`config.mk`:
```
export PLATFORM = sky130hd
export DESIGN_NAME = wbm_cmd_master
export DESIGN_NICKNAME = d
export VERILOG_FILES = /design/src/rtl/wbm_cmd_master_pkg.sv /design/src/rtl/wbm_resp_fifo.sv /design/src/rtl/wbm_cmd_master.sv
export SDC_FILE = /design/constraint.sdc
export NUM_CORES = 1
export LEC_CHECK = 0
export CORE_UTILIZATION = 40
export DETAILED_ROUTE_END_ITERATION = 6
export PLACE_DENSITY = 0.69
export SLEW_MARGIN = 20
export SYNTH_ARGS = -nofsm -noshare
export SYNTH_HDL_FRONTEND = slang
export SYNTH_HIERARCHICAL = 1
export SYNTH_SLANG_ARGS = --single-unit
```
`constraint.sdc`:
```
create_clock -name wb_clk_i -period 3.5 [get_ports wb_clk_i]
set_clock_uncertainty 0.1 [all_clocks]
set_input_delay 0.35 -clock wb_clk_i [delete_from_list [all_inputs] [get_ports wb_clk_i]]
set_output_delay 0.35 -clock wb_clk_i [all_outputs]
set_load 0.05 [all_outputs]
```
`src/rtl/wbm_cmd_master_pkg.sv`:
```
// Shared definitions for the Wishbone command master: FSM encoding and response-entry layout.
// Entry layout grows by one timeout bit when WBM_WATCHDOG_EN is defined.
package wbm_cmd_master_pkg;

    localparam logic [0:0] ST_IDLE = 1'b0;
    localparam logic [0:0] ST_BUS  = 1'b1;

    localparam int RESP_DAT_LSB = 0;
    localparam int RESP_DAT_W   = 32;
    localparam int RESP_WE_BIT  = 32;
    localparam int RESP_ERR_BIT = 33;
`ifdef WBM_WATCHDOG_EN
    localparam int RESP_TIMEOUT_BIT = 34;
    localparam int RESP_ENTRY_W     = 35;
`else
    localparam int RESP_ENTRY_W     = 34;
`endif

endpackage

```
`src/rtl/wbm_resp_fifo.sv`:
```
// Parameterised synchronous show-ahead FIFO; head_data is the oldest entry, zero when empty.
// Pointers carry one extra wrap bit so full/empty fall out of a plain compare.
module wbm_resp_fifo #(
    parameter int WIDTH = 34,
    parameter int DEPTH = 4
) (
    input  logic                     clk,
    input  logic                     rst,
    input  logic                     push,
    input  logic [WIDTH-1:0]         push_data,
    input  logic                     pop,
    output logic [WIDTH-1:0]         head_data,
    output logic                     full,
    output logic                     empty,
    output logic [$clog2(DEPTH):0]   count
);

    localparam int AW = $clog2(DEPTH);

    logic [WIDTH-1:0] mem [DEPTH];
    logic [AW:0]      wr_ptr_reg;
    logic [AW:0]      rd_ptr_reg;
    logic             do_push;
    logic             do_pop;

    assign empty   = (wr_ptr_reg == rd_ptr_reg);
    assign full    = (wr_ptr_reg[AW] != rd_ptr_reg[AW]) &&
                     (wr_ptr_reg[AW-1:0] == rd_ptr_reg[AW-1:0]);
    assign count   = wr_ptr_reg - rd_ptr_reg;
    assign do_push = push && !full;
    assign do_pop  = pop && !empty;

    always_ff @(posedge clk or posedge rst) begin
        if (rst) begin
            wr_ptr_reg <= '0;
            rd_ptr_reg <= '0;
        end else begin
            if (do_push) wr_ptr_reg <= wr_ptr_reg + 1'b1;
            if (do_pop)  rd_ptr_reg <= rd_ptr_reg + 1'b1;
        end
    end

    // Storage carries no reset; stale contents are masked by the empty flag.
    always_ff @(posedge clk) begin
        if (do_push) mem[wr_ptr_reg[AW-1:0]] <= push_data;
    end

    always_comb begin
        head_data = '0;
        if (!empty) head_data = mem[rd_ptr_reg[AW-1:0]];
    end

endmodule

```
`src/rtl/wbm_cmd_master.sv`:
```
// Wishbone master running one classic cycle per accepted command, completions queued in a response FIFO.
// Optional bus watchdog enabled by defining WBM_WATCHDOG_EN.
module wbm_cmd_master
    import wbm_cmd_master_pkg::*;
#(
    parameter int BUS_DATA_WIDTH  = 32,
    parameter int BUS_ADDR_WIDTH  = 32,
    parameter int RESP_FIFO_DEPTH = 4,
    parameter int WATCHDOG_CYCLES = 64
) (
    input  logic                      wb_clk_i,
    input  logic                      wb_rst_i,
    input  logic                      cmd_valid_i,
    output logic                      cmd_ready_o,
    input  logic                      cmd_we_i,
    input  logic [3:0]                cmd_sel_i,
    input  logic [BUS_ADDR_WIDTH-1:0] cmd_adr_i,
    input  logic [BUS_DATA_WIDTH-1:0] cmd_dat_i,
    output logic                      resp_valid_o,
    input  logic                      resp_ready_i,
    output logic [BUS_DATA_WIDTH-1:0] resp_dat_o,
    output logic                      resp_we_o,
    output logic                      resp_err_o,
    output logic                      resp_timeout_o,
    output logic                      wbm_cyc_o,
    output logic                      wbm_stb_o,
    output logic                      wbm_we_o,
    output logic [3:0]                wbm_sel_o,
    output logic [BUS_ADDR_WIDTH-1:0] wbm_adr_o,
    output logic [BUS_DATA_WIDTH-1:0] wbm_dat_o,
    input  logic [BUS_DATA_WIDTH-1:0] wbm_dat_i,
    input  logic                      wbm_ack_i,
    input  logic                      wbm_err_i
);

    localparam int CNT_W = $clog2(RESP_FIFO_DEPTH) + 1;

    if (BUS_DATA_WIDTH != RESP_DAT_W || RESP_FIFO_DEPTH < 2 || RESP_FIFO_DEPTH > 16 ||
        (RESP_FIFO_DEPTH & (RESP_FIFO_DEPTH - 1)) != 0 || WATCHDOG_CYCLES < 2) begin : g_bad_cfg
        $error("wbm_cmd_master: unsupported parameter set");
    end

    logic [0:0]                state_reg;
    logic                      cyc_reg;
    logic                      we_reg;
    logic [3:0]                sel_reg;
    logic [BUS_ADDR_WIDTH-1:0] adr_reg;
    logic [BUS_DATA_WIDTH-1:0] dat_reg;

    logic                      accept;
    logic                      in_bus;
    logic                      timeout_hit;
    logic                      done;
    logic                      resp_push;
    logic [RESP_ENTRY_W-1:0]   resp_entry;
    logic [RESP_ENTRY_W-1:0]   fifo_head;
    logic                      fifo_full;
    logic                      fifo_empty;
    logic [CNT_W-1:0]          fifo_count;

    // Ready is forced low while reset is held, since state already reads IDLE then.
    assign cmd_ready_o = !wb_rst_i && (state_reg == ST_IDLE) &&
                         (fifo_count < CNT_W'(RESP_FIFO_DEPTH));
    assign accept      = cmd_valid_i && cmd_ready_o;
    assign in_bus      = (state_reg == ST_BUS);
    assign done        = in_bus && (wbm_ack_i || wbm_err_i || timeout_hit);
    assign resp_push   = done && !fifo_full;

    assign wbm_cyc_o = cyc_reg;
    assign wbm_stb_o = cyc_reg;
    assign wbm_we_o  = we_reg;
    assign wbm_sel_o = sel_reg;
    assign wbm_adr_o = adr_reg;
    assign wbm_dat_o = dat_reg;

    always_ff @(posedge wb_clk_i or posedge wb_rst_i) begin
        if (wb_rst_i) begin
            state_reg <= ST_IDLE;
            cyc_reg   <= 1'b0;
            we_reg    <= 1'b0;
            sel_reg   <= '0;
            adr_reg   <= '0;
            dat_reg   <= '0;
        end else begin
            case (state_reg)
                ST_IDLE: begin
                    if (accept) begin
                        we_reg    <= cmd_we_i;
                        sel_reg   <= cmd_sel_i;
                        adr_reg   <= cmd_adr_i;
                        dat_reg   <= cmd_dat_i;
                        cyc_reg   <= 1'b1;
                        state_reg <= ST_BUS;
                    end
                end
                ST_BUS: begin
                    if (done) begin
                        cyc_reg   <= 1'b0;
                        we_reg    <= 1'b0;
                        state_reg <= ST_IDLE;
                    end
                end
                default: state_reg <= ST_IDLE;
            endcase
        end
    end

`ifdef WBM_WATCHDOG_EN
    localparam int WD_W = $clog2(WATCHDOG_CYCLES);

    logic [WD_W-1:0] wd_cnt_reg;

    always_ff @(posedge wb_clk_i or posedge wb_rst_i) begin
        if (wb_rst_i) begin
            wd_cnt_reg <= '0;
        end else if (accept) begin
            wd_cnt_reg <= '0;
        end else if (in_bus) begin
            wd_cnt_reg <= wd_cnt_reg + 1'b1;
        end
    end

    // A real ack/err on the expiry clock still wins over the timeout.
    assign timeout_hit = in_bus && !wbm_ack_i && !wbm_err_i &&
                         (wd_cnt_reg == WD_W'(WATCHDOG_CYCLES - 1));
`else
    assign timeout_hit = 1'b0;
`endif

    // Error (bus or watchdog) overrides ack and zeroes the data field.
    always_comb begin
        resp_entry               = '0;
        resp_entry[RESP_WE_BIT]  = we_reg;
        resp_entry[RESP_ERR_BIT] = wbm_err_i || timeout_hit;
        if (!we_reg && !wbm_err_i && !timeout_hit)
            resp_entry[RESP_DAT_LSB +: RESP_DAT_W] = wbm_dat_i;
`ifdef WBM_WATCHDOG_EN
        resp_entry[RESP_TIMEOUT_BIT] = timeout_hit;
`endif
    end

    wbm_resp_fifo #(
        .WIDTH (RESP_ENTRY_W),
        .DEPTH (RESP_FIFO_DEPTH)
    ) u_resp_fifo (
        .clk       (wb_clk_i),
        .rst       (wb_rst_i),
        .push      (resp_push),
        .push_data (resp_entry),
        .pop       (resp_ready_i),
        .head_data (fifo_head),
        .full      (fifo_full),
        .empty     (fifo_empty),
        .count     (fifo_count)
    );

    assign resp_valid_o = !fifo_empty;
    assign resp_dat_o   = fifo_head[RESP_DAT_LSB +: RESP_DAT_W];
    assign resp_we_o    = fifo_head[RESP_WE_BIT];
    assign resp_err_o   = fifo_head[RESP_ERR_BIT];
`ifdef WBM_WATCHDOG_EN
    assign resp_timeout_o = fifo_head[RESP_TIMEOUT_BIT];
`else
    assign resp_timeout_o = 1'b0;
`endif

endmodule

```
# Word level (Yosys, flattened, before mapping)
# Memory sizes are Yosys's and may differ from the RTL's.
# Index checks and enable logic that the tools add are counted.
# W data, S select, Z words.
totals:
  elab_cells: 48
  mem_bits_rw: 136
  ff_bits: 77
  n_memories: 1
  out_inout_bits: 108
  inputBits: 107
mem_list:
  columns: ["memory", "words", "word_bits", "rd", "rd_ports_with_merged_regs", "write_ports", "line", "rtl"]
  rows:
  - ["u_resp_fifo.mem", 4, 34, 1, 0, 1, "wbm_resp_fifo.sv:20", "logic [WIDTH-1:0] mem [DEPTH];"]
classes:
  magnitude_cmp: 1
  n_addsub: 3
  mux: 12
  n_eq_ne: 5
  n_reduce_logical: 17
  bitwise: 1
ops:
  columns: ["cell", "n"]
  rows:
  - ["$mux W34", 1]
  - ["$mux W32", 1]
  - ["$logic_and A1 B1 Y1", 9]
  - ["$mux W1", 7]
  - ["$add A3 B1 Y3 const B", 2]
  - ["$pmux W1 S2", 3]
  - ["$logic_not A1 Y1", 5]
  - ["$reduce_and A2 Y1", 2]
  - ["$eq A3 B3 Y1", 1]
  - ["$lt A3 B3 Y1 const B", 1]
  - ["$sub A3 B3 Y3", 1]
  - ["$eq A2 B2 Y1", 1]
  - ["$ne A2 B1 Y1 const B", 1]
  - ["$ne A2 B2 Y1 const B", 1]
  - ["$logic_or A1 B1 Y1", 1]
  - ["$ne A1 B1 Y1", 1]
  - ["$not A1 Y1", 1]

# Longest topological paths before layout
# Gate-level depths: netlist of run 1.
logic_depth:
  depth_word: 7
  ltp_mapped: 10
  depth_no_buf: 8

# Modules after synthesis
# The synthesis of run 1 kept the hierarchy.
modules_own_cells:
  columns: ["module", "seq_area_each_um2", "area_per_inst_um2", "cells_each", "instances"]
  rows:
  - ["wbm_resp_fifo", 4234.1, 5895.7, 261, 1]
  - ["wbm_cmd_master", 1776.7, 3244.4, 198, 1]

# Worst setup path after synthesis of run 1
# No wires, ideal clock.
synth_timing:
  kind: "flip-flop to flip-flop"
  start: "reg u_resp_fifo.rd_ptr_reg[1]"
  end: "mem u_resp_fifo.mem[3][0], enable pin"
  required_time_ps: 3006
  arrival_time_ps: 2427
  stages_incl_launch_ff: 9
  setup_slack_ps: 579
  path_buffers: 2
  synth_period_minus_slack_ps: 2921
  setup_time_ps: 394
  cell_sequence: "dfrtp_1 -> buf_2 -> buf_2 -> inv_1 -> ha_1 -> nand3_1 -> inv_1 -> nor2_1 -> and3_1"
synth_between:
  elab_chain_len: 7
synth_rtl:
  columns: ["element", "line", "rtl"]
  rows:
  - ["start, declared", "wbm_resp_fifo.sv:22", "logic [AW:0] rd_ptr_reg;"]
  - ["start signal, assigned", "wbm_resp_fifo.sv:39", "if (do_pop) rd_ptr_reg <= rd_ptr_reg + 1'b1;"]
  - ["$eq A2 B2 Y1", "wbm_resp_fifo.sv:28", "(wr_ptr_reg[AW-1:0] == rd_ptr_reg[AW-1:0]);"]
  - ["$logic_and A1 B1 Y1", "wbm_resp_fifo.sv:27", "assign full = (wr_ptr_reg[AW] != rd_ptr_reg[AW]) &&"]
  - ["net fifo_full", "wbm_cmd_master.sv:57", "logic fifo_full;"]
  - ["$logic_not A1 Y1", "wbm_cmd_master.sv:67", "assign resp_push = done && !fifo_full;"]
  - ["$logic_and A1 B1 Y1", "wbm_cmd_master.sv:67", null]
  - ["net resp_push", "wbm_cmd_master.sv:54", "logic resp_push;"]
  - ["$logic_and A1 B1 Y1", "wbm_resp_fifo.sv:30", "assign do_push = push && !full;"]
  - ["$mux W1", "wbm_resp_fifo.sv:45", "if (do_push) mem[wr_ptr_reg[AW-1:0]] <= push_data;"]
  - ["$mux W1 (implied by the code)", "wbm_resp_fifo.sv:45", null]
  - ["end, declared", "wbm_resp_fifo.sv:20", null]
# The timed path passes the listed nets, and every way through them passes these cells.

# Worst setup path after layout of run 1
layout_timing:
  start: "reg u_resp_fifo.wr_ptr_reg[0]"
  end: "out cmd_ready_o"
layout_between:
  elab_chain_len: 3
layout_rtl:
  columns: ["element", "line", "rtl"]
  rows:
  - ["start, declared", "wbm_resp_fifo.sv:21", "logic [AW:0] wr_ptr_reg;"]
  - ["start signal, assigned", "wbm_resp_fifo.sv:38", "if (do_push) wr_ptr_reg <= wr_ptr_reg + 1'b1;"]
  - ["$sub A3 B3 Y3", "wbm_resp_fifo.sv:29", "assign count = wr_ptr_reg - rd_ptr_reg;"]
  - ["net fifo_count[2]", "wbm_cmd_master.sv:59", "logic [CNT_W-1:0] fifo_count;"]
  - ["$lt A3 B3 Y1", "wbm_cmd_master.sv:63", "(fifo_count < CNT_W'(RESP_FIFO_DEPTH));"]
  - ["$logic_and A1 B1 Y1", "wbm_cmd_master.sv:62", "assign cmd_ready_o = !wb_rst_i && (state_reg == ST_IDLE) &&"]
  - ["end, declared", "wbm_cmd_master.sv:14", "output logic cmd_ready_o,"]
# The timed path passes the listed nets, and every way through them passes these cells.

==> run summary, run 1 <==
routed vias = 4703
worst-path maximum fanout = 4
final core utilization = 55.0%
commonest non-fill, non-tap cell in the layout = clkdlybuf4s50_1
Register Area = 6010 um2
routed len/inst = 18.9 um
most used routing layer = met2
Syn Nets = 572
FP Rows = 54
M3 GR Usage = 4.68%
Worst setup EP type = primary output
GR Overflow Total = 0
Iter 0 DRT Violations = 177
drt drc = 0
Setup CP Type = flip-flop to primary output
Root Driver = clkbuf_16
HP Class = primary input to asynchronous set/reset pin
pin count of the biggest net entering global routing = 73
Routed Antenna Nets = 0
r2r setup slk = 0.70 ns
post-route cell area = 12200 um2
# Post-CTS Setup Buffers = 0
Hold Vio Cnt, Final = 0
status = finished, final reports clean
CTS Buf Count = 23
Layout fillers = 1671
RSZ-0062 raised after global routing = no
GPL Wtd Cong = 0.715
GR Util met1 = 20.5%
met2 usage = 26.8%
floorplan core area = 22100 um2
Total Wirelength = 18500 um
Mapped Cells = 457
CP arrival = 2.84 ns
minimum clock period = 3.29 ns
number of H-tree levels = 1
area post-placement = 11400 um2
fin. max-slew vios = 0
CTS tree = yes
effective utilization at floorplan = 41.3%
YS warnings = 6
Area Overhead vs Synth = 33.0%
number of diodes = 0
Syn Std Cell Area = 9130 um2
Hold WS = 0.143 ns
Max Clock Freq = 0.304 GHz
Clk Latency, worst-skew pair = 0.50 ns
startpoint types = flip-flop
post-route clock period utilization = 94.0%
Req. time, crit path = 3.05 ns
die area = 23400 um2
Clock Sinks = 213
Clock Tree Buf Depth = 3
first-pass GRT wire length = 29200 um
vias in the first global route = 5185
share of cells above drive strength 1 = 31.8%
Worst-path clk slew = 0.06 ns
mean area per synthesized cell = 20.0 um2
most frequent cells in the layout = 178 x clkdlybuf4s50_1, 136 x edfxtp_1, 75 x dfrtp_1
hold buffers post-CTS = 0
post-cts resize count = 0
Max-Cap Viols = 0
vias per inst = 4.80
Ports = 215
Pre-antenna DRT Iters = 4
TNS Setup = 0 ns
Tot GR Track Use = 16.2%
I/O Buffers = 213
initial antenna violation count = 1
Slew HR = 52.2%
Total Nets Final = 798
dpl hpwl = 12200 um
max reg flops = 136
Slew @ Worst Pin = 0.717 ns
Die X-Extent = 153 um
Multi-input gate area = 2810 um2
Final setup viols = 0
die height = 153 um
==> stage by stage <==
stage          setup slack, ns  cells
6_report                 0.211    979
3_3_place_gp             0.763    938
2_1_floorplan            0.579    457
5_1_grt                 0.0775    979
4_1_cts                  0.164    979
3_5_place_dp             0.731    938
==> worst max-delay path, stage by stage, from the launching register on <==
cell and delay [ns]:
dfrtp_1 0.40, inv_1 0.10, ha_1 0.21, fa_1 0.37, xnor2_1 0.20, nor3_1 0.17
clkdlybuf4s50_1 0.87
==> layer usage <==
| metal | up-vias | wire (um) |
|---|---|---|
| met5 | - | 9 |
| met4 | 2 | 410 |
| met3 | 37 | 1480 |
| met2 | 211 | 8870 |
| met1 | 2304 | 7750 |
| li1 | 2149 | - |
==> path summary, 6_finish.rpt <==
| path | start | to | cells past startpoint |
|---|---|---|---|
| min in group wb_clk_i | cmd_we_i | wbm_we_o | 3 |
| hold reg to reg | wbm_dat_o[26] | wbm_dat_o[26] | 1 |
| setup reg to reg | u_resp_fifo/rd_ptr_reg[1] | u_resp_fifo/mem[0][18] | 7 |
| hold / removal | wb_rst_i | u_resp_fifo/wr_ptr_reg[0] | 2 |
| max in group asynchronous | wb_rst_i | wbm_dat_o[21] | 3 |
| setup / recovery | u_resp_fifo/wr_ptr_reg[0] | cmd_ready_o | 6 |
==> area by class of cell <==
| type | instances | area share [%] |
|---|---|---|
| clock buffers | 33 | 5.55 |
| clock inverters | 8 | 0.515 |
| inverters | 8 | 0.247 |
| multi-input cells | 212 | 23.1 |
| flip-flops and latches | 213 | 49.5 |
| well taps | 280 | 2.88 |
| repair buffers | 225 | 18.2 |
Power of run 1 is not shown: default switching activity piles up to over one toggle a cycle in this logic, so the estimate is an artifact.
==> inputs of run 2 (changes only) <==
--- a/constraint.sdc
+++ b/constraint.sdc
@@ -4,2 +4,2 @@
 set_output_delay 0.35 -clock wb_clk_i [all_outputs]
-set_load 0.05 [all_outputs]
+set_load 0.005 [all_outputs]
==> run 2 against run 1 <==
Net effect: sequential cell count unchanged; sequential share of layout area down 0.16 points; hold slack better by 0.043 ns; core utilization up 0.18 points; first-iteration DRC count down 29%; register-to-register slack better by 0.17 ns; maximum frequency up 0.80%.
==> run summary, run 2 (synthesis results as in run 1) <==
CP max stage delay = 0.44 ns
Routed Antenna Nets = 0
Root Driver = clkbuf_16
minimum clock period = 3.26 ns
HP Class = primary input to asynchronous set/reset pin
first-pass GRT wire length = 28900 um
GR Overflow Total = 0
Setup CP Type = flip-flop to primary output
Layout fillers = 1688
CP arrival = 2.81 ns
Post-Place Cells = 940
routed length on met3 = 1410 um
Sw Share = 27.6%
Iter 0 DRT Violations = 126
commonest non-fill, non-tap cell in the layout = clkdlybuf4s50_1
Clk Latency, worst-skew pair = 0.49 ns
die height = 153 um
# Post-CTS Setup Buffers = 0
post-route clock period utilization = 93.2%
status = finished, final reports clean
Worst-path clk slew = 0.06 ns
Final setup viols = 0
VDD IR-drop max = 0.431 mV
Tot GR Track Use = 15.9%
Total Nets Final = 800
Die X-Extent = 153 um
CP max-delay cell = clkdlybuf4s50_1
most frequent cells in the layout = 213 x clkdlybuf4s50_1, 136 x edfxtp_1, 75 x dfrtp_1
Ports = 215
Net Switching = 3.03 mW
RSZ-0062 raised after global routing = no
Worst R2R Path Depth = 7
routed len/inst = 18.6 um
Max Clock Freq = 0.306 GHz
Slew HR = 53.2%
Pre-antenna DRT Iters = 4
non-filler cells, final = 981
startpoint types = flip-flop
effective utilization at floorplan = 41.3%
GPL Wtd Cong = 0.727
r2r endpoint = wbm_dat_o[14]
Total Wirelength = 18200 um
Register Area = 6010 um2
fin. max-slew vios = 0
floorplan core area = 22100 um2
worst-path maximum fanout = 9
max reg flops = 136
Clock Sinks = 213
drt drc = 0
initial antenna violation count = 1
cell internal pwr = 7.93 mW
Pwr Total = 11.0 mW
clock network fraction of total power = 21.0%
metal1 wirelength = 7640 um
CP top delay family = buffers and inverters
Worst setup EP type = primary output
Req. time, crit path = 3.05 ns
r2r startpoint = u_resp_fifo/wr_ptr_reg[0]
number of diodes = 0
pin count of the biggest net entering global routing = 58
static leakage = 4.70 nW
dpl hpwl = 12100 um
Hold WS = 0.186 ns
Area Overhead vs Synth = 33.5%
Multi-input gate area = 2810 um2
hold buffers post-CTS = 0
CTS tree = yes
TNS Setup = 0 ns
CTS Buf Count = 23
Pwr Density = 899 nW/um2
vias per inst = 4.76
routed vias = 4672
vias in the first global route = 5282
crit-path cells = inv_1 -> ha_1 -> nand2_1 -> nor2_4 -> buf_4 -> and2b_1 -> clkdlybuf4s50_1
Max-Cap Viols = 0
post-cts resize count = 0
I/O Buffers = 213
r2r setup slk = 0.87 ns
combinational power share = 45.1%
FP Rows = 54
die area = 23400 um2
Slew @ Worst Pin = 0.701 ns
met2 WL = 8840 um
crit path buf inv count = 3
Clock Tree Buf Depth = 3
number of H-tree levels = 1
Top Metal Used = met5
share of cells above drive strength 1 = 27.2%
Hold Vio Cnt, Final = 0
Seq pwr share = 34.0%
run 2: changes by cell type in the layout (fill, tap and decap cells not counted):
cell,before,now
buf_4,41,12
clkinv_1,4,3
bufinv_16,1,2
clkbuf_16,24,23
inv_4,0,1
clkinv_2,2,5
clkinvlp_4,1,0
clkbuf_8,4,1
clkbuf_1,5,4
clkbuf_4,0,1
clkinv_4,0,1
clkdlybuf4s50_1,178,213
buf_12,6,2
run 2: worst max-delay path by stage:
stage,from,endpoint,slack [ns],cells past startpoint
3_5_place_dp,u_resp_fifo/wr_ptr_reg[0],resp_dat_o[0],0.75,7
5_1_grt,u_resp_fifo/wr_ptr_reg[0],resp_dat_o[0],0.1,7
4_1_cts,u_resp_fifo/wr_ptr_reg[0],resp_dat_o[0],0.19,7
3_3_place_gp,u_resp_fifo/wr_ptr_reg[0],resp_dat_o[0],0.80,7
2_1_floorplan,u_resp_fifo/rd_ptr_reg[1],u_resp_fifo/mem[3][0],0.58,8
6_report,u_resp_fifo/wr_ptr_reg[0],resp_dat_o[0],0.24,7
run 2: through the flow:
| step | utilization (%) | worst slack (ns) | instance area (um2) |
|---|---|---|---|
| floorplan | - | 0.579 | 9130 |
| global placement | 51.9 | 0.803 | 11500 |
| detailed placement | 51.9 | 0.746 | 11500 |
| CTS | 55.2 | 0.193 | 12200 |
| global route | 55.2 | 0.0975 | 12200 |
| finish | 55.2 | 0.237 | 12200 |
run 2: worst reg2reg max path: stages, from the launching register on:
cell,delay (ns)
dfrtp_1,0.41
inv_1,0.10
ha_1,0.21
fa_1,0.38
xnor2_1,0.20
nor4b_4,0.33
buf_12,0.39
mux2_4,0.39
run 2: power groups by stage:
stage               clock, mW  combinational (mW)  sequential [mW]
global route             2.47                5.31             3.80
floorplan                   0                3.01             3.71
detailed placement          0                5.03             3.74
CTS                      2.37                5.04             3.73
finish                   2.30                4.94             3.72
global placement            0                4.95             3.74
run 2: layout make-up:
type | count | area share [%]
flip-flops and latches | 213 | 49.3
multi-input cells | 212 | 23.1
repair buffers | 227 | 18.6
well taps | 280 | 2.87
clock inverters | 12 | 0.914
inverters | 8 | 0.246
clock buffers | 29 | 5.02
run 2: per-layer routing:
metal | vias up | GRT usage, %
li1 | 2153 | -
met1 | 2312 | 19.6
met2 | 181 | 27.2
met3 | 24 | 4.51
met4 | 2 | 4.38
met5 | - | 0
No activity file was read; power rests on OpenSTA's default activity.
==> inputs of run 3 (changes only) <==
- CORE_ASPECT_RATIO: unset -> 1.75
==> run 3 against run 2 <==
Net effect: non-clock buffer count unchanged; die area up 0.10%; clock-buffer cell count down 3; critical path type unchanged; maximum frequency down 0.88%; critical endpoint is now resp_dat_o[28].
==> run summary, run 3 (synthesis results as in run 1) <==
Root Driver = clkbuf_16
Slew @ Worst Pin = 0.712 ns
Net Switching = 3.07 mW
most frequent cells in the layout = 213 x clkdlybuf4s50_1, 136 x edfxtp_1, 75 x dfrtp_1
HP Class = primary input to asynchronous set/reset pin
dpl hpwl = 12200 um
combinational power share = 44.8%
Total Nets Final = 797
Pwr Density = 908 nW/um2
CTS tree = yes
Slew HR = 52.6%
Clk Latency, worst-skew pair = 0.49 ns
Tot GR Track Use = 16.1%
Req. time, crit path = 3.05 ns
Layout fillers = 1791
Worst-path clk slew = 0.07 ns
worst-path maximum fanout = 15
Worst setup EP type = primary output
vias in the first global route = 5479
clock network fraction of total power = 21.8%
Clock Tree Buf Depth = 3
max reg flops = 136
floorplan core area = 22300 um2
Total Wirelength = 18300 um
CP arrival = 2.84 ns
Pre-antenna DRT Iters = 4
vias per inst = 4.76
status = finished, final reports clean
hold buffers post-CTS = 0
die area = 23500 um2
Final setup viols = 0
post-cts resize count = 0
VDD IR-drop max = 0.464 mV
pin count of the biggest net entering global routing = 73
Sw Share = 27.6%
number of diodes = 0
initial antenna violation count = 0
fin. max-slew vios = 0
Die X-Extent = 116 um
startpoint types = flip-flop
Setup CP Type = flip-flop to primary output
Hold Vio Cnt, Final = 0
final core utilization = 55.1%
Seq pwr share = 33.4%
# Post-CTS Setup Buffers = 0
share of cells above drive strength 1 = 27.6%
post-route clock period utilization = 94.1%
Routed Antenna Nets = 0
TNS Setup = 0 ns
Max-Cap Viols = 0
die height = 202 um
Max Clock Freq = 0.304 GHz
routed len/inst = 18.4 um
cell internal pwr = 8.05 mW
RSZ-0062 raised after global routing = no
Clock Sinks = 213
first-pass GRT wire length = 28900 um
static leakage = 4.71 nW
effective utilization at floorplan = 41.0%
commonest non-fill, non-tap cell in the layout = clkdlybuf4s50_1
Area Overhead vs Synth = 34.1%
GR Overflow Total = 0
routed vias = 4720
GPL Wtd Cong = 0.719
Ports = 215
number of H-tree levels = 1
minimum clock period = 3.29 ns
FP Rows = 72
I/O Buffers = 213
Iter 0 DRT Violations = 229
drt drc = 0
CTS Buf Count = 20
==> run 3: through the flow <==
step                      instance area, um2  total power, mW  hold WS, ns  cells  worst slack [ns]
after floorplan                         9130             6.73       0.0410    457             0.579
after global placement                 11500             8.70        0.394    956             0.759
after detailed placement               11500             8.81        0.391    956             0.681
after CTS                              12300             11.3        0.129    992             0.141
after global routing                   12300             11.7        0.149    992            0.0555
final                                  12300             11.1        0.135    992             0.208
==> run 3: critical path: stages (launching register included) <==
cell	delay, ns
dfrtp_1	0.41
inv_1	0.11
ha_1	0.31
nand2_1	0.19
nor2_4	0.50
buf_12	0.28
nor2b_4	0.06
clkdlybuf4s50_1	0.46
==> run 3: worst paths after layout <==
| path | slack [ns] | startpoint | cells past startpoint | to |
|---|---|---|---|---|
| max in group asynchronous | 2.17 | wb_rst_i | 3 | wbm_dat_o[21] |
| hold reg to reg | 0.41 | wbm_dat_o[14] | 1 | wbm_dat_o[14] |
| setup reg to reg | 0.78 | u_resp_fifo/wr_ptr_reg[0] | 7 | wbm_sel_o[1] |
| hold / removal | 0.13 | wb_rst_i | 2 | u_resp_fifo/wr_ptr_reg[2] |
| setup / recovery | 0.21 | u_resp_fifo/wr_ptr_reg[0] | 7 | resp_dat_o[28] |
| min in group wb_clk_i | 0.34 | cmd_we_i | 3 | wbm_we_o |
==> run 3: power by group through the flow <==
stage          Combinational (mW)  Sequential (mW)  Clock (mW)
5_1_grt                      5.36             3.78        2.58
4_1_cts                      5.09             3.72        2.50
3_5_place_dp                 5.08             3.73           0
3_3_place_gp                 4.98             3.72           0
2_1_floorplan                3.01             3.71           0
6_report                     4.99             3.71        2.42
==> run 3: final cells by class <==
cell class	count	area (um2)	area share, %
clock buffers	26	651	5.31
clock inverters	10	114	0.929
inverters	8	30.0	0.245
multi-input cells	212	2810	22.9
flip-flops and latches	213	6010	49.1
well taps	296	370	3.02
repair buffers	227	2260	18.5
==> run 3: metal layers <==
layer  share of wire, %  track usage [%]  wire, um  up-vias
met2                 52             29.0      9560      202
met4                2.2             4.99       410        0
met5                  0                0         0        -
met3                7.6             4.53      1400       27
li1                   -                -         -     2144
met1                 38             18.0      6920     2347
